==> src/rtl/pp_pipeline_accel_mul_rnd_sat.sv <==
// Pipelined signed/unsigned multiply(-accumulate) with round-half-up scaling and saturation.
// Latency NUM_STAGE ce-enabled cycles, one sample per ce cycle, no back-pressure (ce=0 stalls everything).
module pp_pipeline_accel_mul_rnd_sat #(
  parameter int A_W       = 11,
  parameter int B_W       = 22,
  parameter int A_SIGNED  = 0,
  parameter int B_SIGNED  = 1,
  parameter int OUT_W     = 22,
  parameter int SHIFT     = 0,
  parameter int ROUND     = 1,
  parameter int SATURATE  = 1,
  parameter int ACC_EN    = 0,
  parameter int ACC_W     = 48,
  parameter int NUM_STAGE = 4
) (
  input  logic             clk,
  input  logic             reset_n,
  input  logic             ce,
  input  logic             in_valid,
  input  logic [A_W-1:0]   din0,
  input  logic [B_W-1:0]   din1,
  input  logic             acc_clr,
  output logic             out_valid,
  output logic [OUT_W-1:0] dout,
  output logic             sat_flag
);

  localparam int P_W     = A_W + B_W + 1;
  localparam bit OS      = (A_SIGNED != 0) || (B_SIGNED != 0);
  localparam int S_W     = (ACC_EN != 0) ? ACC_W : P_W;
  localparam int C_W     = (S_W + 1 > OUT_W + 2) ? S_W + 1 : OUT_W + 2;
  localparam int RND_POS = (SHIFT > 0) ? SHIFT - 1 : 0;

  localparam logic signed [S_W:0]   ONE_S = 1;
  localparam logic signed [S_W:0]   RND   = (SHIFT > 0 && ROUND != 0) ? (ONE_S <<< RND_POS) : '0;
  localparam logic signed [C_W-1:0] ONE_C = 1;
  localparam logic signed [C_W-1:0] MAXV  = OS ? (ONE_C <<< (OUT_W - 1)) - ONE_C : (ONE_C <<< OUT_W) - ONE_C;
  localparam logic signed [C_W-1:0] MINV  = OS ? -(ONE_C <<< (OUT_W - 1)) : '0;

  if (NUM_STAGE < 4) begin : g_bad_stage
    $fatal(1, "NUM_STAGE must be at least 4");
  end
  if (SHIFT >= A_W + B_W) begin : g_bad_shift
    $fatal(1, "SHIFT must be below A_W+B_W");
  end
  if (ACC_EN != 0 && ACC_W < A_W + B_W + 1) begin : g_bad_acc
    $fatal(1, "ACC_W too narrow for the product");
  end

  typedef struct packed {
    logic             vld;
    logic             sat;
    logic [OUT_W-1:0] dat;
  } stage_t;

  logic [A_W-1:0]         a_q;
  logic [B_W-1:0]         b_q;
  logic                   v1, clr1, v2, clr2, v3;
  logic signed [P_W-1:0]  a_ext, b_ext, prod_q;
  logic signed [S_W-1:0]  s_nxt, s_q;
  logic signed [S_W:0]    rsum, rsh;
  logic signed [C_W-1:0]  shx;
  logic                   over, under;
  stage_t                 st4, arrive;

  assign a_ext = {{(P_W - A_W){(A_SIGNED != 0) && a_q[A_W-1]}}, a_q};
  assign b_ext = {{(P_W - B_W){(B_SIGNED != 0) && b_q[B_W-1]}}, b_q};

  always_ff @(posedge clk or negedge reset_n) begin
    if (!reset_n) begin
      a_q    <= '0;
      b_q    <= '0;
      v1     <= 1'b0;
      clr1   <= 1'b0;
      prod_q <= '0;
      v2     <= 1'b0;
      clr2   <= 1'b0;
      s_q    <= '0;
      v3     <= 1'b0;
    end else if (ce) begin
      a_q    <= din0;
      b_q    <= din1;
      v1     <= in_valid;
      clr1   <= acc_clr;
      prod_q <= a_ext * b_ext;
      v2     <= v1;
      clr2   <= clr1;
      s_q    <= s_nxt;
      v3     <= v2;
    end
  end

  if (ACC_EN != 0) begin : g_acc
    logic signed [ACC_W-1:0] acc_q, prod_x, acc_nxt;
    assign prod_x  = ACC_W'(prod_q);
    assign acc_nxt = (clr2 ? '0 : acc_q) + prod_x;
    assign s_nxt   = acc_nxt;
    // Bubbles must not disturb the running sum.
    always_ff @(posedge clk or negedge reset_n) begin
      if (!reset_n)
        acc_q <= '0;
      else if (ce && v2)
        acc_q <= acc_nxt;
    end
  end else begin : g_mul
    logic unused_clr;
    assign unused_clr = clr2;
    assign s_nxt      = prod_q;
  end

  // One extra bit on the rounding add so the half-LSB bias never overflows.
  always_comb begin
    rsum    = {s_q[S_W-1], s_q} + RND;
    rsh     = rsum >>> SHIFT;
    shx     = C_W'(rsh);
    over    = shx > MAXV;
    under   = shx < MINV;
    st4.vld = v3;
    st4.sat = over || under;
    if (SATURATE != 0 && over)
      st4.dat = MAXV[OUT_W-1:0];
    else if (SATURATE != 0 && under)
      st4.dat = MINV[OUT_W-1:0];
    else
      st4.dat = shx[OUT_W-1:0];
  end

  if (NUM_STAGE > 4) begin : g_dly
    stage_t dly [NUM_STAGE-4];
    always_ff @(posedge clk or negedge reset_n) begin
      if (!reset_n) begin
        for (int i = 0; i < NUM_STAGE - 4; i++)
          dly[i] <= '0;
      end else if (ce) begin
        dly[0] <= st4;
        for (int i = 1; i < NUM_STAGE - 4; i++)
          dly[i] <= dly[i-1];
      end
    end
    assign arrive = dly[NUM_STAGE-5];
  end else begin : g_nodly
    assign arrive = st4;
  end

  // Result and flag hold across bubbles; only out_valid drops.
  always_ff @(posedge clk or negedge reset_n) begin
    if (!reset_n) begin
      out_valid <= 1'b0;
      dout      <= '0;
      sat_flag  <= 1'b0;
    end else if (ce) begin
      out_valid <= arrive.vld;
      if (arrive.vld) begin
        dout     <= arrive.dat;
        sat_flag <= arrive.sat;
      end
    end
  end

endmodule

==> config.mk <==
export PLATFORM = sky130hd
export DESIGN_NAME = pp_pipeline_accel_mul_rnd_sat
export DESIGN_NICKNAME = d
export VERILOG_FILES = /design/src/rtl/pp_pipeline_accel_mul_rnd_sat.sv
export SDC_FILE = /design/constraint.sdc
export NUM_CORES = 1
export LEC_CHECK = 0
export BUFFER_PORTS_ARGS = -buffer_cell sky130_fd_sc_hd__buf_2
export CAP_MARGIN = 20
export CELL_PAD_IN_SITES_DETAIL_PLACEMENT = 0
export CELL_PAD_IN_SITES_GLOBAL_PLACEMENT = 2
export CORE_ASPECT_RATIO = 1.1
export CORE_MARGIN = 3
export CORE_UTILIZATION = 35
export DETAILED_ROUTE_END_ITERATION = 10
export GPL_TIMING_DRIVEN = 0
export PLACE_DENSITY_LB_ADDON = 0.1
export SLEW_MARGIN = 30
export SYNTH_ARGS = -nofsm -noshare
export SYNTH_HDL_FRONTEND = slang
export SYNTH_SLANG_ARGS = --single-unit
==> constraint.sdc <==
create_clock -name clk -period 6.2 [get_ports clk]
set_clock_uncertainty 0.1 [all_clocks]
set_input_delay 0.31 -clock clk [delete_from_list [all_inputs] [get_ports clk]]
set_output_delay 0.31 -clock clk [all_outputs]
set_load 0.02 [all_outputs]
==> out/summary.txt, run 1 <==
WP data required: 6430 ps
Max-cap violations: 0
Cells along the critical path: clkbuf_1 > nand2_1 > fa_1 > fa_1 > fa_1 > inv_1 > fa_1 > inv_1 > fa_1 > inv_1 > ha_1 > a21oi_1 > o221ai_1 > a21oi_2 > o21a_2 > o21ai_2 > o311a_1 > a221o_1
Post-Route WL: 35700 microns
Synthesized area: 13600 sq um
Gr busiest metal: met2
Largest net degree at the start of global routing: 83
Main flop type after synthesis: dfrtp_1
Synthesis Warnings: 0
Share of cells above drive strength 1: 14.8%
Max Fclk: 170 MHz
Inserted Clock Buffers: 17
Vias per cell: 4.76
Met1 Resource Use GR: 23.3%
RSZ-0062 raised after global routing: false
Most frequent cells in the layout: inv_1, nand2_1, fa_1, dfrtp_1, mux2_2
RePlAce Congestion: 0.799
Critical path launch point type: flip-flop
Commonest non-fill, non-tap cell in the layout: inv_1
Clk Latency, worst-skew pair: 460 ps
CTS tree: yes
CP max stage delay: 560 ps
Synth unique cells: 58
DRT antenna net count: 0
Pre-Repair DR Iteration Count: 4
Longest Clk Path Bufs: 2
Cells after Synth: 1406
Crit path kind: reg2reg
# clock sinks: 128
DRC viols: 0
Max FO, Critical Path: 10
Via count: 9668
Relative slew slack: 41.0%
Std-Cell Rows: 75
Cells after DPL: 1967
GRT met2 Usage: 34.8%
Final period util: 94.9%
Worst hold path class: in2async
Area leader, netlist: fa_1
CP max-delay cell: fa_1
Routed length per instance: 17.6 microns
GR Util met3: 2.34%
DRT iter0 DRCs: 350
FFs w/ async S/R, synth: 100%
Least-Margin Pin Slew: 886 ps
# IOs: 62
Gr ovfl total: 0
Max H-tree Level: 4
Global-route wire length before repair: 59400 microns
Fin crit period: 5880 ps
Sequential fraction of the synthesis area: 23.5%
Clock slew at reported path FFs: 70 ps
Die area: 41400 sq um
Final HPWL from detailed placement: 28900 microns
Synth top area share: 31.5%
Total Nets Final: 1844
Slew Limit Fails: 0
Initial core utilization: 35.6%
Die Span Y: 213 microns
Avg Inst Size Synth: 9.70 sq um
WP data arrival: 6110 ps
PortBufs: 60
Post-synthesis sequential element count: 128
Status: finished clean
Synth top area cells: fa_1, dfrtp_1, inv_1
Syn Nets: 1733
# setup viols final: 0
Die span in x: 194 microns
Core box area: 38300 sq um
Crit-path most repeated cell: fa_1
Fin. Hold Viols: 0
Initial antenna violation count: 1
Global-route usage over all layers: 18.7%
Post-CTS Setup Inserts: 0
Synth-to-Final Area Change: 14.6%
Post-synth EDFFs: 0
Final cell count without fillers: 2031
Vias in the first global route: 10901
Worst Setup End Kind: flip-flop
Clk Tree Root Cell: clkbuf_16
## sequential cells by signal, indices dropped and copies added, names as in the netlist
| register | flops |
|---|---|
| prod_q | 34 |
| v2 | 1 |
| v3 | 1 |
| v1 | 1 |
| b_q | 22 |
| s_q | 34 |
| out_valid | 1 |
| a_q | 11 |
| dout | 22 |
| sat_flag | 1 |
## layout make-up
type                            instances  area [sq um]
Buffer                                 66           309
Fill cell                            3937         22600
Antenna cell                            1          2.50
Clock inverter                         15           223
Multi-Input combinational cell        911          9040
Inverter                              297          1110
Clock buffer                           17           425
Tap cell                              500           626
Sequential cell                       128          3200
Timing Repair Buffer                   96           688
## metal layers
metal  up-vias  part of all wire (%)
met3        29                   2.1
met2        97                    53
li1       4524                     -
met5         -                     0
met1      5018                    43
met4         0                   1.5
## critical path: cells and delay by family, from the launching register on
family / cells / cell delay [ps]
AO/OA/AOI/OAI: 7 / 1580
flip-flops: 1 / 350
buffers and inverters: 4 / 700
adder cells (fa/ha/maj): 6 / 2880
AND/OR/NAND/NOR: 1 / 150
## path summary, 6_finish.rpt
check	endpoint	slack [ps]	cells past startpoint	from
setup / recovery	prod_q[31]	320	18	b_q[5]
hold / removal	dout[8]	240	2	reset_n
setup reg to reg	prod_q[31]	320	18	b_q[5]
hold reg to reg	dout[21]	370	2	dout[21]
max in group asynchronous	prod_q[24]	5010	3	reset_n
min in group clk	dout[21]	370	2	dout[21]
## synth_stat cells (5+ instances only)
master and instances:
a21o_1 15, a21oi_1 45, a31oi_1 6, and2_1 74
clkbuf_1 66, dfrtp_1 128, fa_1 215, ha_1 74
inv_1 295, mux2_2 90, nand2_1 215, nand3_1 8
nand4_1 9, nor2_1 40, nor3_1 5, o211ai_1 5
o21ai_0 16, o21ai_1 10, xnor2_1 16, xor2_1 9
## metrics by stage
step / util [%] / cell area, sq um / TNS, ps / hold slack, ps / worst slack (ps)
after floorplan: - / 13600 / 0 / -85.6 / 718
after global routing: 40.8 / 15600 / 0 / 261 / 8.05
after CTS: 40.8 / 15600 / 0 / 238 / 18.0
final: 40.8 / 15600 / 0 / 239 / 317
after detailed placement: 38.2 / 14600 / -101 / 144 / -75.8
after global placement: 38.1 / 14600 / -153 / 354 / -114
## cells by family (layout without fill, tap and decap cells)
kind of cell	count (synthesis)	count (layout)	share of synthesized area, %
buffers and inverters	367	491	10.3
flip-flops	128	128	23.5
XOR/XNOR	25	25	1.60
multiplexers	91	91	7.50
AO/OA/AOI/OAI	135	135	6.51
other	0	1	0
adder cells (fa/ha/maj)	289	289	38.3
AND/OR/NAND/NOR	371	371	12.3
## what timing repair did
item	4_1_cts	5_1_grt
setup endpoints to repair	3	14
hold endpoints to repair	80	0
pin swaps	0	0
resized for setup	6	43
hold buffers	35	0
Power of run 1 is left out: the tool's default activity adds up to more than one toggle a clock period on the data nets, which glitch-free logic cannot reach.
==> run 2: changes to the inputs <==
--- a/config.mk
+++ b/config.mk
@@ -12,6 +12,7 @@
 export CORE_ASPECT_RATIO = 1.1
 export CORE_MARGIN = 3
 export CORE_UTILIZATION = 35
+export CTS_BUF_LIST = sky130_fd_sc_hd__clkbuf_2
 export DETAILED_ROUTE_END_ITERATION = 10
 export GPL_TIMING_DRIVEN = 0
 export PLACE_DENSITY_LB_ADDON = 0.1
==> run 2 against run 1 <==
Effect of this change:
- register-to-register slack about the same
- count of clock-buffer cells in the layout unchanged
- critical path depth stayed put
- worst hold slack worse by 79 ps
- first-iteration DRC count up 5.7%
- via count rose by 1.2%
- flip-flop and latch count did not move
- sequential share of layout area rose by 0.059 points
- wire length about the same
- critical path type unchanged
==> out/summary.txt, run 2 (synthesis gave the netlist of run 1 again) <==
Worst hold path class: in2reg
Max-cap violations: 0
Placed cell area: 14600 sq um
Multi-input gate area: 9050 sq um
PortBufs: 60
Vias per cell: 4.75
FILL cells: 3965
DRT antenna net count: 0
Final HPWL from detailed placement: 28900 microns
Gr ovfl total: 0
Global-route usage over all layers: 18.7%
RePlAce Congestion: 0.799
# IOs: 62
Reg area: 3200 sq um
Inserted Clock Buffers: 17
Via count: 9783
Cells after DPL: 1967
Max H-tree Level: 4
Commonest non-fill, non-tap cell in the layout: inv_1
Max Fclk: 170 MHz
Clk Tree Root Cell: clkbuf_2
Max FO, Critical Path: 10
Final Instance Area: 15600 sq um
Final cell count without fillers: 2058
Longest Clk Path Bufs: 2
Slew Limit Fails: 0
Initial core utilization: 35.6%
Clock slew at reported path FFs: 250 ps
WP data arrival: 6500 ps
Largest net degree at the start of global routing: 83
DRT iter0 DRCs: 370
Routed length per instance: 17.3 microns
Final period util: 94.7%
Vias in the first global route: 10956
Total Nets Final: 1870
DRC viols: 0
Clk Latency, worst-skew pair: 890 ps
Synth-to-Final Area Change: 14.3%
Core box area: 38300 sq um
Fin. Hold Viols: 0
RSZ-0062 raised after global routing: false
Global-route wire length before repair: 59400 microns
# clock sinks: 128
Relative slew slack: 40.9%
Most frequent cells in the layout: inv_1, nand2_1, fa_1, dfrtp_1, mux2_2
Dpl ws: -75.8 ps
Top Registers: prod_q x34, s_q x34
Std-Cell Rows: 75
Status: finished clean
Worst Setup End Kind: flip-flop
Min Hold Slack: 160 ps
# setup viols final: 0
Final worst slack: 327 ps
Die span in x: 194 microns
WP data required: 6830 ps
Post-Route WL: 35700 microns
Share of cells above drive strength 1: 14.8%
Fin crit period: 5870 ps
Die Span Y: 213 microns
CTS tree: yes
Die area: 41400 sq um
Critical path launch point type: flip-flop
Crit path kind: reg2reg
Pre-Repair DR Iteration Count: 5
Initial antenna violation count: 2
Post-CTS Setup Inserts: 0
Least-Margin Pin Slew: 886 ps
## run 2: cell types whose count changed in the layout (fill, tap and decap cells not counted), sizes merged
cell         previous run  this run
buf                    64        65
diode                   1         2
dlygate4sd3            35        60
## run 2: cell type report
type	count	share of cell area, %
well taps	500	4.01
diodes	2	0.0321
repair buffers	122	6.19
clock buffers	17	0.546
plain buffers	66	2.03
inverters	297	7.15
multi-input cells	911	58.1
flip-flops and latches	128	20.6
clock inverters	15	1.43
## run 2: layer usage
metal  routed length [microns]  vias to the layer above  global-route usage [%]
met3                       615                       28                    2.24
met5                         0                        -                       0
met4                       545                        0                    4.41
met1                     15600                     5073                    23.2
li1                          -                     4573                       -
met2                     19000                      109                    34.8
## run 2: critical path: stages (launching register included)
cell,delay (ps)
dfrtp_1,560
clkbuf_1,380
and2_1,270
fa_1,590
inv_1,230
fa_1,550
inv_1,50
fa_1,470
inv_1,50
fa_1,520
inv_1,40
ha_1,370
a21o_1,210
a21o_1,220
a2111oi_4,360
or2_1,160
o21ai_2,70
o311a_1,300
a221o_1,250
## run 2: final timing paths
| kind | end | from | slack (ps) | depth (start not counted) |
|---|---|---|---|---|
| worst max-delay path | prod_q[31] | a_q[2] | 330 | 18 |
| worst min-delay path | b_q[10] | din1[10] | 160 | 3 |
| worst min register to register | dout[21] | dout[21] | 400 | 2 |
| max in group asynchronous | prod_q[24] | reset_n | 5130 | 4 |
| worst max register to register | prod_q[31] | a_q[2] | 330 | 18 |
| min in group asynchronous | prod_q[9] | reset_n | 430 | 4 |
## run 2: stage by stage
stage / utilization (%) / setup TNS, ps
finish: 40.7 / 0
global route: 40.7 / 0
CTS: 40.6 / 0
detailed placement: 38.2 / -101
global placement: 38.1 / -153
floorplan: - / 0
## run 2: timing repair
item	CTS	global route
endpoints found under the hold margin	170	0
gates resized for setup	6	54
hold buffers	61	0
endpoints found under the setup margin	7	15
Power of run 2 is left out for the same reason.
